**config.mk**
```make
export PLATFORM = sky130hd
export DESIGN_NAME = midi_note_decoder
export DESIGN_NICKNAME = d
export VERILOG_FILES = /design/src/rtl/midi_pkg.sv /design/src/rtl/midi_uart_rx.sv /design/src/rtl/midi_note_decoder.sv
export SDC_FILE = /design/constraint.sdc
export NUM_CORES = 1
export LEC_CHECK = 0
export ABC_CLOCK_PERIOD_IN_PS = 2200
export CELL_PAD_IN_SITES_DETAIL_PLACEMENT = 1
export CELL_PAD_IN_SITES_GLOBAL_PLACEMENT = 1
export CORE_ASPECT_RATIO = 0.8
export CORE_UTILIZATION = 40
export DETAILED_ROUTE_END_ITERATION = 10
export GPL_ROUTABILITY_DRIVEN = 0
export GPL_TIMING_DRIVEN = 0
export PLACE_DENSITY = 0.85
export SLEW_MARGIN = 30
export SYNTH_ARGS = -nofsm -noshare
export SYNTH_HDL_FRONTEND = slang
export SYNTH_SLANG_ARGS = --single-unit
```
**constraint.sdc**
```tcl
create_clock -name clk -period 2.2 [get_ports clk]
set_input_delay 0.22 -clock clk [delete_from_list [all_inputs] [get_ports clk]]
set_output_delay 0.22 -clock clk [all_outputs]
set_load 0.02 [all_outputs]
```
**src/rtl/midi_pkg.sv**
```systemverilog
// midi_pkg: constants and state types shared by the MIDI input front end.
//   - status nibble constants for the channel voice types the parser cares about
//   - byte classification thresholds (real-time, system common)
//   - UART receiver and message parser state enums
//   - one_data_byte(): voice types that carry a single data byte
`timescale 1ns/1ps
package midi_pkg;

    localparam logic [3:0] NOTE_OFF   = 4'h8;
    localparam logic [3:0] NOTE_ON    = 4'h9;
    localparam logic [3:0] PROG_CHG   = 4'hC;
    localparam logic [3:0] CHAN_PRESS = 4'hD;

    // 0xF8..0xFF are real-time, 0xF0..0xF7 system common / SysEx
    localparam logic [7:0] RT_THRESHOLD  = 8'hF8;
    localparam logic [7:0] SYS_THRESHOLD = 8'hF0;

    typedef enum logic [1:0] {
        WAIT_STATUS,
        WAIT_D1,
        WAIT_D2
    } parser_state_t;

    typedef enum logic [2:0] {
        RX_IDLE,
        RX_START,
        RX_DATA,
        RX_STOP,
        RX_WAIT_HIGH
    } rx_state_t;

    function automatic logic one_data_byte(input logic [3:0] kind);
        return (kind == PROG_CHG) || (kind == CHAN_PRESS);
    endfunction

endpackage

```
**src/rtl/midi_uart_rx.sv**
```systemverilog
// midi_uart_rx: 8N1 serial receiver for the MIDI input pin.
// Ports:
//   clk, reset_n   system clock, synchronous active-low reset
//   i_midi_rx      raw asynchronous serial line, idles high
//   o_byte         received byte, valid while o_byte_valid is high
//   o_byte_valid   one-cycle strobe, one cycle after a good stop-bit sample
//   o_frame_err    one-cycle strobe, one cycle after a low stop-bit sample
// Handshake: o_byte_valid / o_frame_err are single-cycle strobes with no
// ready; the consumer must accept on the cycle they are high.
// The receiver state is held in rx_state (rx_state_t).
`timescale 1ns/1ps
module midi_uart_rx
    import midi_pkg::*;
#(
    parameter int CLKS_PER_BIT = 1600
) (
    input  logic       clk,
    input  logic       reset_n,
    input  logic       i_midi_rx,
    output logic [7:0] o_byte,
    output logic       o_byte_valid,
    output logic       o_frame_err
);

    localparam int CW = (CLKS_PER_BIT > 1) ? $clog2(CLKS_PER_BIT) : 1;
    localparam logic [CW-1:0] BIT_LAST  = CW'(CLKS_PER_BIT - 1);
    localparam logic [CW-1:0] HALF_LAST = CW'(CLKS_PER_BIT / 2 - 1);

    logic          rx_meta, rx_sync, rx_prev;
    rx_state_t     rx_state, rx_state_next;
    logic [CW-1:0] cnt, cnt_next;
    logic [2:0]    bit_idx, bit_idx_next;
    logic [7:0]    shreg, shreg_next;
    logic          byte_valid_next, frame_err_next;

    // The shift register holds the last byte from the final data sample
    // until the next frame's first data sample, so it covers the strobe.
    assign o_byte = shreg;

    always_comb begin
        rx_state_next   = rx_state;
        cnt_next        = cnt + 1'b1;
        bit_idx_next    = bit_idx;
        shreg_next      = shreg;
        byte_valid_next = 1'b0;
        frame_err_next  = 1'b0;
        case (rx_state)
            RX_IDLE: begin
                // Counter restarts on every start bit, so no drift carries over.
                cnt_next = '0;
                if (rx_prev && !rx_sync) rx_state_next = RX_START;
            end
            RX_START: begin
                if (cnt == HALF_LAST) begin
                    cnt_next      = '0;
                    bit_idx_next  = '0;
                    // Line back high at mid start bit: a glitch, not a frame.
                    rx_state_next = rx_sync ? RX_IDLE : RX_DATA;
                end
            end
            RX_DATA: begin
                if (cnt == BIT_LAST) begin
                    cnt_next   = '0;
                    shreg_next = {rx_sync, shreg[7:1]};
                    if (bit_idx == 3'd7) rx_state_next = RX_STOP;
                    else                 bit_idx_next  = bit_idx + 3'd1;
                end
            end
            RX_STOP: begin
                if (cnt == BIT_LAST) begin
                    cnt_next = '0;
                    if (rx_sync) begin
                        byte_valid_next = 1'b1;
                        rx_state_next   = RX_IDLE;
                    end else begin
                        frame_err_next  = 1'b1;
                        rx_state_next   = RX_WAIT_HIGH;
                    end
                end
            end
            RX_WAIT_HIGH: begin
                cnt_next = '0;
                if (rx_sync) rx_state_next = RX_IDLE;
            end
            default: rx_state_next = RX_IDLE;
        endcase
    end

    always_ff @(posedge clk) begin
        if (!reset_n) begin
            rx_meta      <= 1'b1;
            rx_sync      <= 1'b1;
            rx_prev      <= 1'b1;
            rx_state     <= RX_IDLE;
            cnt          <= '0;
            bit_idx      <= '0;
            shreg        <= '0;
            o_byte_valid <= 1'b0;
            o_frame_err  <= 1'b0;
        end else begin
            rx_meta      <= i_midi_rx;
            rx_sync      <= rx_meta;
            rx_prev      <= rx_sync;
            rx_state     <= rx_state_next;
            cnt          <= cnt_next;
            bit_idx      <= bit_idx_next;
            shreg        <= shreg_next;
            o_byte_valid <= byte_valid_next;
            o_frame_err  <= frame_err_next;
        end
    end

endmodule

```
**src/rtl/midi_note_decoder.sv**
```systemverilog
// midi_note_decoder: MIDI serial input to monophonic, last-note-priority note.
// Ports:
//   clk, reset_n    system clock, synchronous active-low reset
//   i_midi_rx       raw MIDI serial input (asynchronous, idles high)
//   o_midi          current note, 0 = silence (feeds phase_bank.i_midi)
//   o_velocity      velocity of the current note, 0 whenever o_midi is 0
//   o_note_strobe   one-cycle pulse when o_midi changes value
//   o_frame_err     one-cycle pulse on a bad stop bit
// Parameters: CLK_HZ, BAUD set the bit period; CHANNEL 0..15, 16 = omni.
// The parser state is held in parser_state (parser_state_t); running status
// is valid exactly when parser_state is not WAIT_STATUS.
`timescale 1ns/1ps
module midi_note_decoder
    import midi_pkg::*;
#(
    parameter int CLK_HZ  = 50_000_000,
    parameter int BAUD    = 31250,
    parameter int CHANNEL = 0
) (
    input  logic       clk,
    input  logic       reset_n,
    input  logic       i_midi_rx,
    output logic [6:0] o_midi,
    output logic [6:0] o_velocity,
    output logic       o_note_strobe,
    output logic       o_frame_err
);

    localparam int         CLKS_PER_BIT = CLK_HZ / BAUD;
    localparam bit         OMNI         = (CHANNEL == 16);
    localparam logic [3:0] CHAN         = 4'(CHANNEL);

    logic [7:0]    rx_byte;
    logic          rx_valid;

    parser_state_t parser_state, parser_state_next;
    logic [7:0]    rs, rs_next;
    logic [6:0]    d1, d1_next;
    logic [6:0]    midi_next, vel_next;
    logic          msg_done;
    logic [3:0]    kind;
    logic          chan_ok;

    midi_uart_rx #(
        .CLKS_PER_BIT (CLKS_PER_BIT)
    ) u_uart (
        .clk          (clk),
        .reset_n      (reset_n),
        .i_midi_rx    (i_midi_rx),
        .o_byte       (rx_byte),
        .o_byte_valid (rx_valid),
        .o_frame_err  (o_frame_err)
    );

    assign kind    = rs[7:4];
    assign chan_ok = OMNI || (rs[3:0] == CHAN);

    always_comb begin
        parser_state_next = parser_state;
        rs_next           = rs;
        d1_next           = d1;
        midi_next         = o_midi;
        vel_next          = o_velocity;
        msg_done          = 1'b0;

        if (o_frame_err) begin
            // Restart the data index; running status survives.
            if (parser_state != WAIT_STATUS) parser_state_next = WAIT_D1;
        end else if (rx_valid) begin
            if (rx_byte >= RT_THRESHOLD) begin
                // Real-time bytes pass through without touching the parser.
                parser_state_next = parser_state;
            end else if (rx_byte >= SYS_THRESHOLD) begin
                rs_next           = '0;
                parser_state_next = WAIT_STATUS;
            end else if (rx_byte[7]) begin
                rs_next           = rx_byte;
                parser_state_next = WAIT_D1;
            end else begin
                case (parser_state)
                    WAIT_D1: begin
                        // Single-data-byte messages complete here; none of
                        // them affects the note, so they need no action.
                        if (!one_data_byte(kind)) begin
                            d1_next           = rx_byte[6:0];
                            parser_state_next = WAIT_D2;
                        end
                    end
                    WAIT_D2: begin
                        msg_done          = 1'b1;
                        parser_state_next = WAIT_D1;
                    end
                    default: parser_state_next = WAIT_STATUS;
                endcase
            end
        end

        if (msg_done && chan_ok) begin
            if (kind == NOTE_ON && d1 != '0 && rx_byte[6:0] != '0) begin
                midi_next = d1;
                vel_next  = rx_byte[6:0];
            end else if ((kind == NOTE_OFF || kind == NOTE_ON) && d1 == o_midi) begin
                midi_next = '0;
                vel_next  = '0;
            end
        end
    end

    always_ff @(posedge clk) begin
        if (!reset_n) begin
            parser_state  <= WAIT_STATUS;
            rs            <= '0;
            d1            <= '0;
            o_midi        <= '0;
            o_velocity    <= '0;
            o_note_strobe <= 1'b0;
        end else begin
            parser_state  <= parser_state_next;
            rs            <= rs_next;
            d1            <= d1_next;
            o_midi        <= midi_next;
            o_velocity    <= vel_next;
            // A velocity-only update on the same note does not strobe.
            o_note_strobe <= (midi_next != o_midi);
        end
    end

endmodule

```
---- Word level (Yosys, flattened, before mapping) ----
Cells that the tools add are included.
storage, ports and cells
  word-level logic and storage cells ...... 115
  flip-flop bits (word level) ............. 62
  output and inout bits ................... 16
operators by class
  equal/unequal tests ..................... 25
  add/sub/neg operators ................... 2
  reduce and logical (&&, ||, !) cells .... 27
  $lt $le $gt $ge ......................... 2
  muxes and demuxes ....................... 39
  bitwise gates (word level) .............. 5
operators by type and width
  cell                                                   count
  2-to-1 mux 7 bit                                       5
  case mux 11 bit (3 select lines)                       1
  2-to-1 mux 3 bit                                       10
  2-to-1 mux 11 bit                                      2
  equality test 4 bit, second input constant             4
  >= comparator 8 bit, second input constant             2
  2-to-1 mux 2 bit                                       8
  2-to-1 mux 8 bit                                       2
  case mux 3 bit (5 select lines)                        1
  != test 2 x 1 -> 1 bit, second input constant          7
  nonzero test 7 bit                                     2
  AND reduction 4 bit                                    3
  adder 11 x 1 -> 11 bit, second input constant          1
  equality test 11 x 10 -> 1 bit, second input constant  1
  equality test 11 bit, second input constant            1
  nonzero test 2 bit                                     5
  2-to-1 mux 1 bit                                       8
  equality test 7 bit                                    1
  != test 7 bit                                          1
  AND reduction 7 bit                                    1
  equality test 3 x 2 -> 1 bit, second input constant    2
  equality test 3 bit, second input constant             2
  case mux 3 bit (2 select lines)                        1
  AND reduction 6 bit                                    1
  other kinds (16)                                       28

---- Logic depth before layout (Yosys ltp) ----
Gate-level depths: netlist of run 1.
  depth after elaboration ................. 10
  gate-level depth with buffers ........... 8
  depth with buffers taken out ............ 7

---- By module ----
From an unflattened synthesis of run 1, not the netlist that was laid out.
unflattened totals
  cells, all modules ...................... 317
  area total of the unflattened synthesis .. 2905.3 sq um
modules (own cells, without submodules)
  module             cells each  instances  sequential area each (sq um)  area each (sq um)
  midi_note_decoder  176         1          640.6                         1565.3
  midi_uart_rx       141         1          600.6                         1340.0

---- Worst setup path before layout of run 1 ----
Ideal clock, no wire load.
  path kind ............................... reg2reg
  start point ............................. register u_uart.cnt[0]
  end point ............................... register u_uart.bit_idx[0]
  arrival ................................. 2.203 ns
  library setup time ...................... 0.070 ns
  path buffers ............................ 0
  required time ........................... 2.130 ns
  path slack .............................. -0.073 ns
  stages on the path, launching flop included .. 8
  path through ............................ dfxtp_1 ha_1 and4_1 nand4_2 or4b_1 a211o_1 or3_1 a21oi_1
on the way
  longest elaborated chain between the ends .. 3
  elaborated cells on any way between the ends .. 5
ends and longest elaborated chain
  what                                                                           line                                    RTL
  start, declared                                                                midi_uart_rx.sv:31                      logic [CW-1:0] cnt, cnt_next;
  start signal, assigned                                                         midi_uart_rx.sv:105                     cnt <= cnt_next;
  equality test 11 bit / equality test 11 x 10 -> 1 bit (equally long branches)  midi_uart_rx.sv:62, midi_uart_rx.sv:54
  != test 2 x 1 -> 1 bit (no line)                                               --
  AND reduction 4 bit (no line) *                                                --
  end signal, assigned                                                           midi_uart_rx.sv:106                     bit_idx <= bit_idx_next;
  end, declared                                                                  midi_uart_rx.sv:32                      logic [2:0] bit_idx, bit_idx_next;
Mark *: on every way between the ends. The rest lies on a longest branch, timed or not.
A chain may end at the register's enable or synchronous reset.

---- Worst setup path after layout of run 1 ----
  start point ............................. register u_uart.cnt[1]
  end point ............................... register u_uart.bit_idx[0]
Same word-level chain as after synthesis.

==> run metrics, run 1 <==
vias in the first global route=around 2400; Mapped Area=2690 sq um; root buf cell=clkbuf_8; Comb power frac=0.058; R2R depth=9; WL final=8250 um; count leader, synth=dfxtp_1; clock power share=0.444; WP data arrival=2.44 ns; post-route ant nets=0; WHS Endpoint=u_uart.rx_prev; f_max=449 MHz; pwr dens=670 nW/um^2; Skew-Pair Late Insertion Delay=0.36 ns; Setup violations, final=6; top post-synthesis cells by area=dfxtp_1 (46%), mux2i_1 (6.0%), nor2_1 (5.9%), nand2_1 (4.3%), a21oi_1 (4.3%); HPWL Detailed=between 4000 and 5000 um; Final Cycle Share=1.01; gate count after technology mapping=313; Worst Clk Skew=0.00899 ns; Core Box Area=about 6400 sq um; clk slew on worst S/H paths=~0.07 ns; Post-synth EDFFs=0; post-synthesis sequential area ratio=0.462; RR Endpoint=u_uart.bit_idx[0]; hold wc startpoint=reset_n; clock buffer count from CTS=9; detailed-route DRC error count=0; wire length per cell=18.7 um; post-synth top area cell=dfxtp_1; Final min period=2.23 ns; #FFs+latches synth=62; Synth top cells by count=dfxtp_1 (62), nor2_1 (42), nand2_1 (31); Std-Cell Rows=26; number of antenna repair diodes=0; final hold vios=0; startpoint of the worst register-to-register path=u_uart.cnt[1]; fill count=743; Clock Sinks=62; mean post-synth cell area=roughly 8.6 sq um; Distinct cells, synth=45; Die Wd=approximately 94 um; die area=7060 sq um; run status=finished with violations; global-route wire length before repair=12000 um; CTS tree=built; share of cells above drive strength 1=0.193; vias after detailed routing=2547; Sw Pwr=0.594 mW; final worst slack=-0.0268 ns; CP Max Fanout=5; RSZ-0062 raised after global routing=true; Peak VDD IR=approximately 0.46 mV; aggregate global-route resource usage=0.227; worst path required time=2.41 ns; slew margin rel.=0.569; hold depth=2; Initial DRT Pass Iterations=4; CP endpoint kind=flip-flop; Initial Utilization=0.417; H-tree Lvls=3; Synth Flop Type=dfxtp_1; internal power=1.71 mW; port buffer count=17; Leak Pwr=between 1 and 1.5 nW; critical path type=reg2reg; Synth top area share=0.462; switching share of total power=0.258; final net count=359; crit start category=flip-flop; ys async rst share=0; area grow syn2layout=27.6%; Layout Utilization=0.533; Final Max Tran Viols=0; Initial DRC Count=162; hold crit path type=in2reg; slew at the pin closest to its max-slew limit=0.647 ns; largest net degree at the start of global routing=13; yosys warns=0; Flop pwr share=0.498; total I/O pin count=19; DR vias/cell=roughly 5.8; TNS Setup=-0.106 ns; violated checks=setup timing; Max-cap violations=0; largest buffer count on any clock path=2; Die H=between 70 and 80 um; initial antenna violation count=0; flop-to-flop setup slack=-0.03 ns; synthesized net count=319; total grt overflow=0
per-stage QoR:
step,setup WS [ns],cells,hold slack (ns),total power [mW],instance area (sq um)
floorplan,0.00661,313,0.321,1.23,2700
global placement,-0.357,414,0.390,1.25,2980
detailed placement,-0.457,414,0.397,1.26,2980
CTS,-0.0554,439,0.215,2.29,3350
global route,-0.105,442,0.246,2.38,3430
finish,-0.0268,442,0.228,2.30,3430
cell type report:
cell class | instances | area, sq um | area share
Buffer | 9 | 41.3 | 0.0120
Clock inverter | 7 | 75.1 | 0.0219
Inverter | 14 | 52.6 | 0.0153
Timing Repair Buffer | 33 | 290 | 0.0846
Sequential cell | 62 | 1260 | 0.366
Clock buffer | 9 | 124 | 0.0361
Multi-Input combinational cell | 224 | 1490 | 0.433
Tap cell | 84 | 105 | 0.0306
timing repair:
item,CTS,global route
cloned,0,0
gates resized for setup,21,24
pin swaps,8,5
setup buffers,12,4
endpoints found under the setup margin,26,34
hold buffers,0,0
hold endpoints to repair,0,0
state kept, by name (all words and copies together), names as in the netlist:
signal and cells:
d1 7, o_midi 7, o_note_strobe 1, o_velocity 7, parser_state 2, rs 8, u_uart.bit_idx 3, u_uart.cnt 11
u_uart.o_byte 8, u_uart.o_byte_valid 1, u_uart.o_frame_err 1, u_uart.rx_meta 1, u_uart.rx_prev 1, u_uart.rx_state 3, u_uart.rx_sync 1
placed cells by master, fill, tap and decap left out, drive strengths merged, types with 2 or more instances in the layout:
cell	count
nand3	7
nand2b	4
a21oi	23
xnor2	3
or4b	2
o21ai	21
a22oi	8
o22ai	3
nor4	6
nor3	4
nor2b	3
mux2i	16
o211ai	2
xor2	7
nand4	5
dfxtp	62
and3	3
a31oi	2
clkdlybuf4s50	17
inv	14
and4	2
ha	3
nor3b	2
a21boi	4
nor2	42
buf	17
a221oi	2
clkinv	3
nand2	31
or3	5
clkbuf	17
clkinvlp	3
or4	3
worst max path at each step:
stage	from	end	slack, ns
after global routing	d1[2]	o_note_strobe	-0.10
after CTS	u_uart.cnt[1]	u_uart.bit_idx[0]	-0.06
after floorplan	u_uart.cnt[0]	u_uart.bit_idx[0]	0.007
final	u_uart.cnt[1]	u_uart.bit_idx[0]	-0.03
after detailed placement	u_uart.o_byte[7]	o_note_strobe	-0.46
after global placement	u_uart.o_byte[3]	o_velocity[3]	-0.36
cell families after synthesis:
kind of cell               synth area share
DFF                                   0.462
xor gates and xnor gates             0.0326
muxes                                0.0596
AOI/OAI and AO/OA                     0.169
buffers and inverters                0.0377
and+or+nand+nor                       0.226
adders and majority gates            0.0140
layer usage:
layer / track usage / vias up / part of all wire
met4: 0.0821 / 0 / 0.021
met1: 0.293 / 1265 / 0.44
li1: - / 1199 / -
met2: 0.371 / 61 / 0.48
met5: 0 / - / 0
met3: 0.0609 / 22 / 0.051
critical path, stage by stage (launching register included):
cell and delay [ns]:
dfxtp_4 0.36, ha_4 0.13, and4_4 0.23, nand4_4 0.12
or4b_4 0.50, a211o_4 0.36, buf_4 0.14, buf_4 0.13
nand2_2 0.07, a21oi_2 0.05
power groups by stage:
| stage | registers (mW) | logic, mW | clock network [mW] |
|---|---|---|---|
| 4_1_cts | 1.14 | 0.117 | 1.03 |
| 2_1_floorplan | 1.17 | 0.0657 | 0 |
| 6_report | 1.14 | 0.133 | 1.02 |
| 3_5_place_dp | 1.17 | 0.0896 | 0 |
| 3_3_place_gp | 1.17 | 0.0852 | 0 |
| 5_1_grt | 1.15 | 0.145 | 1.08 |
Note: power is estimated with default switching activity, not from simulation.
==> inputs of run 2 (changes only) <==
--- a/config.mk
+++ b/config.mk
@@ -10,6 +10,7 @@
 export CELL_PAD_IN_SITES_GLOBAL_PLACEMENT = 1
 export CORE_ASPECT_RATIO = 0.8
 export CORE_UTILIZATION = 40
+export CTS_BUF_LIST = sky130_fd_sc_hd__clkbuf_8
 export DETAILED_ROUTE_END_ITERATION = 10
 export GPL_ROUTABILITY_DRIVEN = 0
 export GPL_TIMING_DRIVEN = 0
==> results of run 2 <==
Final layout, timing and power as in run 1 (identical DEF).
